### src/rtl/fp_mul_arbiter_pkg.sv
// Shared widths, FSM encodings and operand struct for the FP multiplier arbiter.
package fp_mul_arbiter_pkg;
    localparam int FP_W = 32;

    localparam logic [1:0] ST_IDLE = 2'd0;
    localparam logic [1:0] ST_EXEC = 2'd1;
    localparam logic [1:0] ST_RESP = 2'd2;

    typedef struct packed {
        logic [FP_W-1:0] a;
        logic [FP_W-1:0] b;
    } fp_op_t;
endpackage

### src/rtl/Floating_Point_Multiplication.sv
// Combinational IEEE-754 single multiplier: truncating, zero/denormal inputs flush to
// signed zero, exponent overflow saturates to signed infinity and raises overflow.
module Floating_Point_Multiplication (
    input  logic [31:0] a,
    input  logic [31:0] b,
    output logic [31:0] ans,
    output logic        overflow
);
    logic        sign;
    logic [47:0] prod;
    logic [9:0]  exp_sum;
    logic [22:0] frac;

    always_comb begin
        sign     = a[31] ^ b[31];
        prod     = 48'({1'b1, a[22:0]}) * 48'({1'b1, b[22:0]});
        // biased sum still carries one extra bias; compared against 127+255 and 127
        exp_sum  = {2'b0, a[30:23]} + {2'b0, b[30:23]} + {9'b0, prod[47]};
        frac     = prod[47] ? prod[46:24] : prod[45:23];
        ans      = {sign, 31'b0};
        overflow = 1'b0;
        if (a[30:23] == 8'd0 || b[30:23] == 8'd0) begin
            ans = {sign, 31'b0};
        end else if (exp_sum >= 10'd382) begin
            ans      = {sign, 8'hFF, 23'b0};
            overflow = 1'b1;
        end else if (exp_sum > 10'd127) begin
            ans = {sign, 8'(exp_sum - 10'd127), frac};
        end
    end
endmodule

### src/rtl/fp_mul_arbiter_rr_arbiter.sv
// Combinational round-robin picker: first set req bit at or after ptr, wrapping.
module rr_arbiter #(
    parameter int NUM_REQ = 2,
    parameter int ID_W    = 1
) (
    input  logic [NUM_REQ-1:0] req,
    input  logic [ID_W-1:0]    ptr,
    output logic [NUM_REQ-1:0] gnt,
    output logic [ID_W-1:0]    gnt_idx
);
    always_comb begin
        logic            found;
        logic [ID_W-1:0] idx;
        gnt     = '0;
        gnt_idx = '0;
        found   = 1'b0;
        idx     = '0;
        for (int i = 0; i < NUM_REQ; i++) begin
            idx = ID_W'((int'(ptr) + i) % NUM_REQ);
            if (!found && req[idx]) begin
                found        = 1'b1;
                gnt[idx]     = 1'b1;
                gnt_idx      = idx;
            end
        end
    end
endmodule

### src/rtl/fp_mul_arbiter.sv
// Round-robin time-sharing of one combinational FP multiplier between NUM_REQ clients,
// with registered operands and result around the multiplier.
module fp_mul_arbiter
    import fp_mul_arbiter_pkg::*;
#(
    parameter int NUM_REQ = 2,
    parameter int ID_W    = 1
) (
    input  logic                    clk,
    input  logic                    rst_n,
    input  logic [NUM_REQ-1:0]      req_valid,
    output logic [NUM_REQ-1:0]      req_ready,
    input  logic [NUM_REQ*FP_W-1:0] req_a,
    input  logic [NUM_REQ*FP_W-1:0] req_b,
    output logic [NUM_REQ-1:0]      resp_valid,
    input  logic [NUM_REQ-1:0]      resp_ready,
    output logic [FP_W-1:0]         resp_ans,
    output logic                    resp_overflow,
    output logic                    busy
);
    logic [1:0]         state_q, state_d;
    logic [ID_W-1:0]    rr_ptr_q, rr_ptr_d;
    logic [ID_W-1:0]    gnt_id_q, gnt_id_d;
    fp_op_t             op_q, op_d;
    logic [FP_W-1:0]    ans_q, ans_d;
    logic               ovf_q, ovf_d;
    logic [NUM_REQ-1:0] arb_gnt;
    logic [ID_W-1:0]    arb_idx;
    logic [FP_W-1:0]    mul_ans;
    logic               mul_ovf;

    rr_arbiter #(.NUM_REQ(NUM_REQ), .ID_W(ID_W)) u_arb (
        .req     (req_valid),
        .ptr     (rr_ptr_q),
        .gnt     (arb_gnt),
        .gnt_idx (arb_idx)
    );

    Floating_Point_Multiplication u_mul (
        .a        (op_q.a),
        .b        (op_q.b),
        .ans      (mul_ans),
        .overflow (mul_ovf)
    );

    assign req_ready     = (state_q == ST_IDLE) ? arb_gnt : '0;
    assign resp_valid    = (state_q == ST_RESP) ? (NUM_REQ'(1) << gnt_id_q) : '0;
    assign resp_ans      = ans_q;
    assign resp_overflow = ovf_q;
    assign busy          = (state_q != ST_IDLE);

    always_comb begin
        state_d  = state_q;
        rr_ptr_d = rr_ptr_q;
        gnt_id_d = gnt_id_q;
        op_d     = op_q;
        ans_d    = ans_q;
        ovf_d    = ovf_q;
        case (state_q)
            ST_IDLE: if (|(req_valid & arb_gnt)) begin
                op_d.a   = req_a[arb_idx*FP_W +: FP_W];
                op_d.b   = req_b[arb_idx*FP_W +: FP_W];
                gnt_id_d = arb_idx;
                // the winner drops to lowest priority next round
                rr_ptr_d = (arb_idx == ID_W'(NUM_REQ-1)) ? '0 : arb_idx + 1'b1;
                state_d  = ST_EXEC;
            end
            ST_EXEC: begin
                ans_d   = mul_ans;
                ovf_d   = mul_ovf;
                state_d = ST_RESP;
            end
            ST_RESP: if (resp_ready[gnt_id_q]) state_d = ST_IDLE;
            default: state_d = ST_IDLE;
        endcase
    end

    always_ff @(posedge clk or negedge rst_n) begin
        if (!rst_n) begin
            state_q  <= ST_IDLE;
            rr_ptr_q <= '0;
            gnt_id_q <= '0;
            op_q     <= '0;
            ans_q    <= '0;
            ovf_q    <= 1'b0;
        end else begin
            state_q  <= state_d;
            rr_ptr_q <= rr_ptr_d;
            gnt_id_q <= gnt_id_d;
            op_q     <= op_d;
            ans_q    <= ans_d;
            ovf_q    <= ovf_d;
        end
    end
endmodule

### config.mk
export PLATFORM = sky130hd
export DESIGN_NAME = fp_mul_arbiter
export DESIGN_NICKNAME = d
export VERILOG_FILES = /design/src/rtl/fp_mul_arbiter_pkg.sv /design/src/rtl/Floating_Point_Multiplication.sv /design/src/rtl/fp_mul_arbiter_rr_arbiter.sv /design/src/rtl/fp_mul_arbiter.sv
export SDC_FILE = /design/constraint.sdc
export NUM_CORES = 2
export LEC_CHECK = 0
export CORE_MARGIN = 4
export CORE_UTILIZATION = 35
export CTS_CLUSTER_DIAMETER = 100
export DETAILED_ROUTE_END_ITERATION = 16
export GPL_ROUTABILITY_DRIVEN = 0
export PLACE_DENSITY = 0.58
export SYNTH_ARGS = -nofsm -noshare
export SYNTH_HDL_FRONTEND = slang
export SYNTH_SLANG_ARGS = --single-unit
export TNS_END_PERCENT = 30
### constraint.sdc
create_clock -name clk -period 12.7 [get_ports clk]
set_clock_uncertainty 0.2 [all_clocks]
set_input_delay 1.905 -clock clk [delete_from_list [all_inputs] [get_ports clk]]
set_output_delay 1.905 -clock clk [all_outputs]
set_load 0.005 [all_outputs]
==> results.yml <==
route:
  post-route-drc-count: 0
  routed_via_density: 4.96
  initialDrtViolationCount: 1050
  first_pass_iters: 9
  ant_nets: 0
  wire_per_inst_um: 19.5
  vias: 17150
  routed_wl_um: 67300
critical_path:
  r2r_start: "op_q[12]"
  critPathCaptureType: "flip-flop"
  cpPeakStageDelay_ns: 0.78
  required_ns: 12.80
  worstSetupPathType: "reg -> reg"
  cp_common_cell: "fa_1"
  path_max_fanout: 21
  critPathBufInv: 7
  startpoint: "op_q[12]"
  cp_top_family: "adder cells"
  slowest_stage: "nor2_1"
  critPathLaunchType: "flip-flop"
  critPathArrivalTime_ns: 11.52
floorplanning:
  io_pins: 172
  die_w_um: 263
  start_util_pct: 35.4
  die_h_um: 263
  core_area_mm2: 0.0643
  dieArea_mm2: 0.0691
  std_cell_rows: 93
timing:
  worst_slack_ns: 1.27
  fin_crit_ns: 11.43
  rsz0062_at_grt: "no"
  setup-tns-final_ns: 0
  fin_crit_sh_pct: 90.0
  max_freq_mhz: 87.5
  slew_headroom_pct: 20.2
  worst_slew_pin_slew_ns: 1.20
  slew_violations: 0
  hold_viol: 0
  finalSetupViolCount: 0
yosys:
  synth_edf_count: 0
  synth_fp_nets: 3287
  ys.warnings.count: 0
  synth_seq_cells: 101
  async_flop_share_pct: 100
  synth_seq_area_share_pct: 11.1
  syn_avg_cell_area_um2: 9.13
  syn_area_mm2: 0.0228
  synthDistinctLibCells: 64
  synth_cells: 2492
  synth_top_flop_cell: "dfrtp_1"
global_route:
  grt_pass1_vias: 19030
  grt_pass1_wl_um: 108000
  antenna_found_initial: 0
  grt_max_degree: 101
  track_usage_pct: 20.0
  grt-ovfl-total: 0
worst_hold_path:
  hold_path.class: "reg -> reg"
  min_from: "op_q[13]"
place:
  dpl_worst_slack_ns: 1.35
  port-buffer-count: 171
  dpl.hpwl_um: 54700
cts:
  cts-root-buf: "clkbuf_16"
  clockBufferDepth: 2
  clk_latency_ns: 0.42
  clk_pin_slew_ns: 0.08
  cts_hold_buf: 0
  cts_resized: 0
  cts_setup_buffers: 0
  cts-htree-levels: 3
  clock-sinks: 101
  cts_tree: "done"
  cts_inserted_buffers: 9
final_layout:
  antenna_cells: 0
  final-seq-area_mm2: 0.00253
  area_delta_synth_final_pct: 13.2
  nets: 3396
  n_fill_cell: 6375
  final_layout_size_suffix_gt1_share_pct: 3.34
  multi_input_area_mm2: 0.0175
flow_run:
  drv_cap: 0
run_status:
  outcome: "finished, final reports clean"
==> Yosys cell counts (6+ instances only) <==
| library cell | number | share of area, % |
|---|---|---|
| inv_1 | 604 | 10 |
| fa_1 | 483 | 42 |
| nand2_1 | 381 | 6.3 |
| and2_1 | 212 | 5.8 |
| ha_1 | 178 | 9.8 |
| clkbuf_1 | 107 | 1.8 |
| dfrtp_1 | 101 | 11 |
| o21ai_0 | 64 | 1.4 |
| nor2_1 | 60 | 0.99 |
| mux2i_1 | 43 | 1.9 |
| a21oi_1 | 39 | 0.86 |
| a222oi_1 | 29 | 1.3 |
| xnor2_1 | 20 | 0.77 |
| nand2b_1 | 12 | 0.33 |
| xor2_1 | 12 | 0.46 |
| a21o_1 | 10 | 0.33 |
| nor3_1 | 9 | 0.20 |
| nand3_1 | 8 | 0.18 |
| nor2b_1 | 8 | 0.22 |
| a22oi_1 | 7 | 0.23 |
| o21a_1 | 7 | 0.23 |
| and3_1 | 6 | 0.16 |
| o221ai_1 | 6 | 0.23 |
==> cells by family (layout without fill, tap and decap cells) <==
logic type               Yosys count  count (layout)  synth area share (%)
adder cells (fa/ha/maj)          661             661                  52.3
XOR/XNOR                          32              32                  1.23
multiplexers                      46              46                  2.06
buffers and inverters            725             839                  12.0
AND/OR/NAND/NOR                  722             722                  15.0
flip-flops                       101             101                  11.1
AO/OA/AOI/OAI                    205             205                  6.29
==> placed cells by master (no fill, tap or decap), types with 3 or more instances in the layout <==
| cell | instances |
|---|---|
| a21o_1 | 10 |
| a21oi_1 | 39 |
| a222oi_1 | 29 |
| a22o_1 | 3 |
| a22oi_1 | 7 |
| a31oi_1 | 3 |
| and2_1 | 212 |
| and3_1 | 6 |
| buf_4 | 45 |
| clkbuf_16 | 9 |
| clkdlybuf4s50_1 | 170 |
| clkinv_8 | 4 |
| dfrtp_1 | 101 |
| fa_1 | 483 |
| ha_1 | 178 |
| inv_1 | 604 |
| mux2i_1 | 43 |
| nand2_1 | 381 |
| nand2b_1 | 12 |
| nand3_1 | 8 |
| nand4_1 | 5 |
| nor2_1 | 59 |
| nor2b_1 | 8 |
| nor3_1 | 9 |
| nor4_1 | 5 |
| o211ai_1 | 5 |
| o21a_1 | 7 |
| o21ai_0 | 63 |
| o21ai_1 | 3 |
| o221ai_1 | 6 |
| o31a_1 | 3 |
| or2_2 | 5 |
| or3_1 | 3 |
| xnor2_1 | 20 |
| xor2_1 | 12 |
==> metal layers <==
layer / global-route usage (%) / routed length (µm) / vias to the layer above
li1: - / - / 7633
met1: 25.2 / 27200 / 8821
met2: 34.1 / 33100 / 594
met3: 4.38 / 4670 / 102
met4: 6.75 / 2400 / 0
met5: 0 / 0 / -
==> worst paths after layout <==
path / end / slack, ns / cells after the start
min in group asynchronous: rr_ptr_q / 1.23 / 1
max: resp_ans[16] / 1.27 / 36
max reg2reg: resp_ans[16] / 1.27 / 36
min: op_q[13] / 0.28 / 2
min reg2reg: op_q[13] / 0.28 / 2
max in group asynchronous: op_q[10] / 9.69 / 2
==> layout make-up <==
cell class	instances	share of cell area [%]
Multi-Input combinational cell	1666	68.0
Inverter	608	8.86
Clock buffer	9	0.874
Clock inverter	7	0.355
Tap cell	855	4.15
Sequential cell	101	9.81
Timing Repair Buffer	215	7.92
==> stage by stage <==
| step | instances | utilization (%) | hold WS, ns | area (µm²) |
|---|---|---|---|---|
| 4_1_cts | 3461 | 40.0 | 0.288 | 25800 |
| 2_1_floorplan | 2492 | - | 0.263 | 22800 |
| 6_report | 3461 | 40.0 | 0.282 | 25800 |
| 5_1_grt | 3461 | 40.0 | 0.310 | 25800 |
| 3_3_place_gp | 3445 | 39.5 | 0.268 | 25400 |
| 3_5_place_dp | 3445 | 39.5 | 0.260 | 25400 |
==> sequential cells by signal, indices dropped and copies added, names as in the netlist <==
signal / count
state_q: 2
gnt_id_q: 1
resp_ans: 32
rr_ptr_q: 1
resp_overflow: 1
op_q: 64
==> tightest hold or removal path: stages (launching register included) <==
cell	delay (ns)
dfrtp_1	0.34
nand2_1	0.05
o21ai_0	0.06
Power is not shown: default switching activity piles up to over one toggle a cycle in this logic, so the estimate is an artifact.
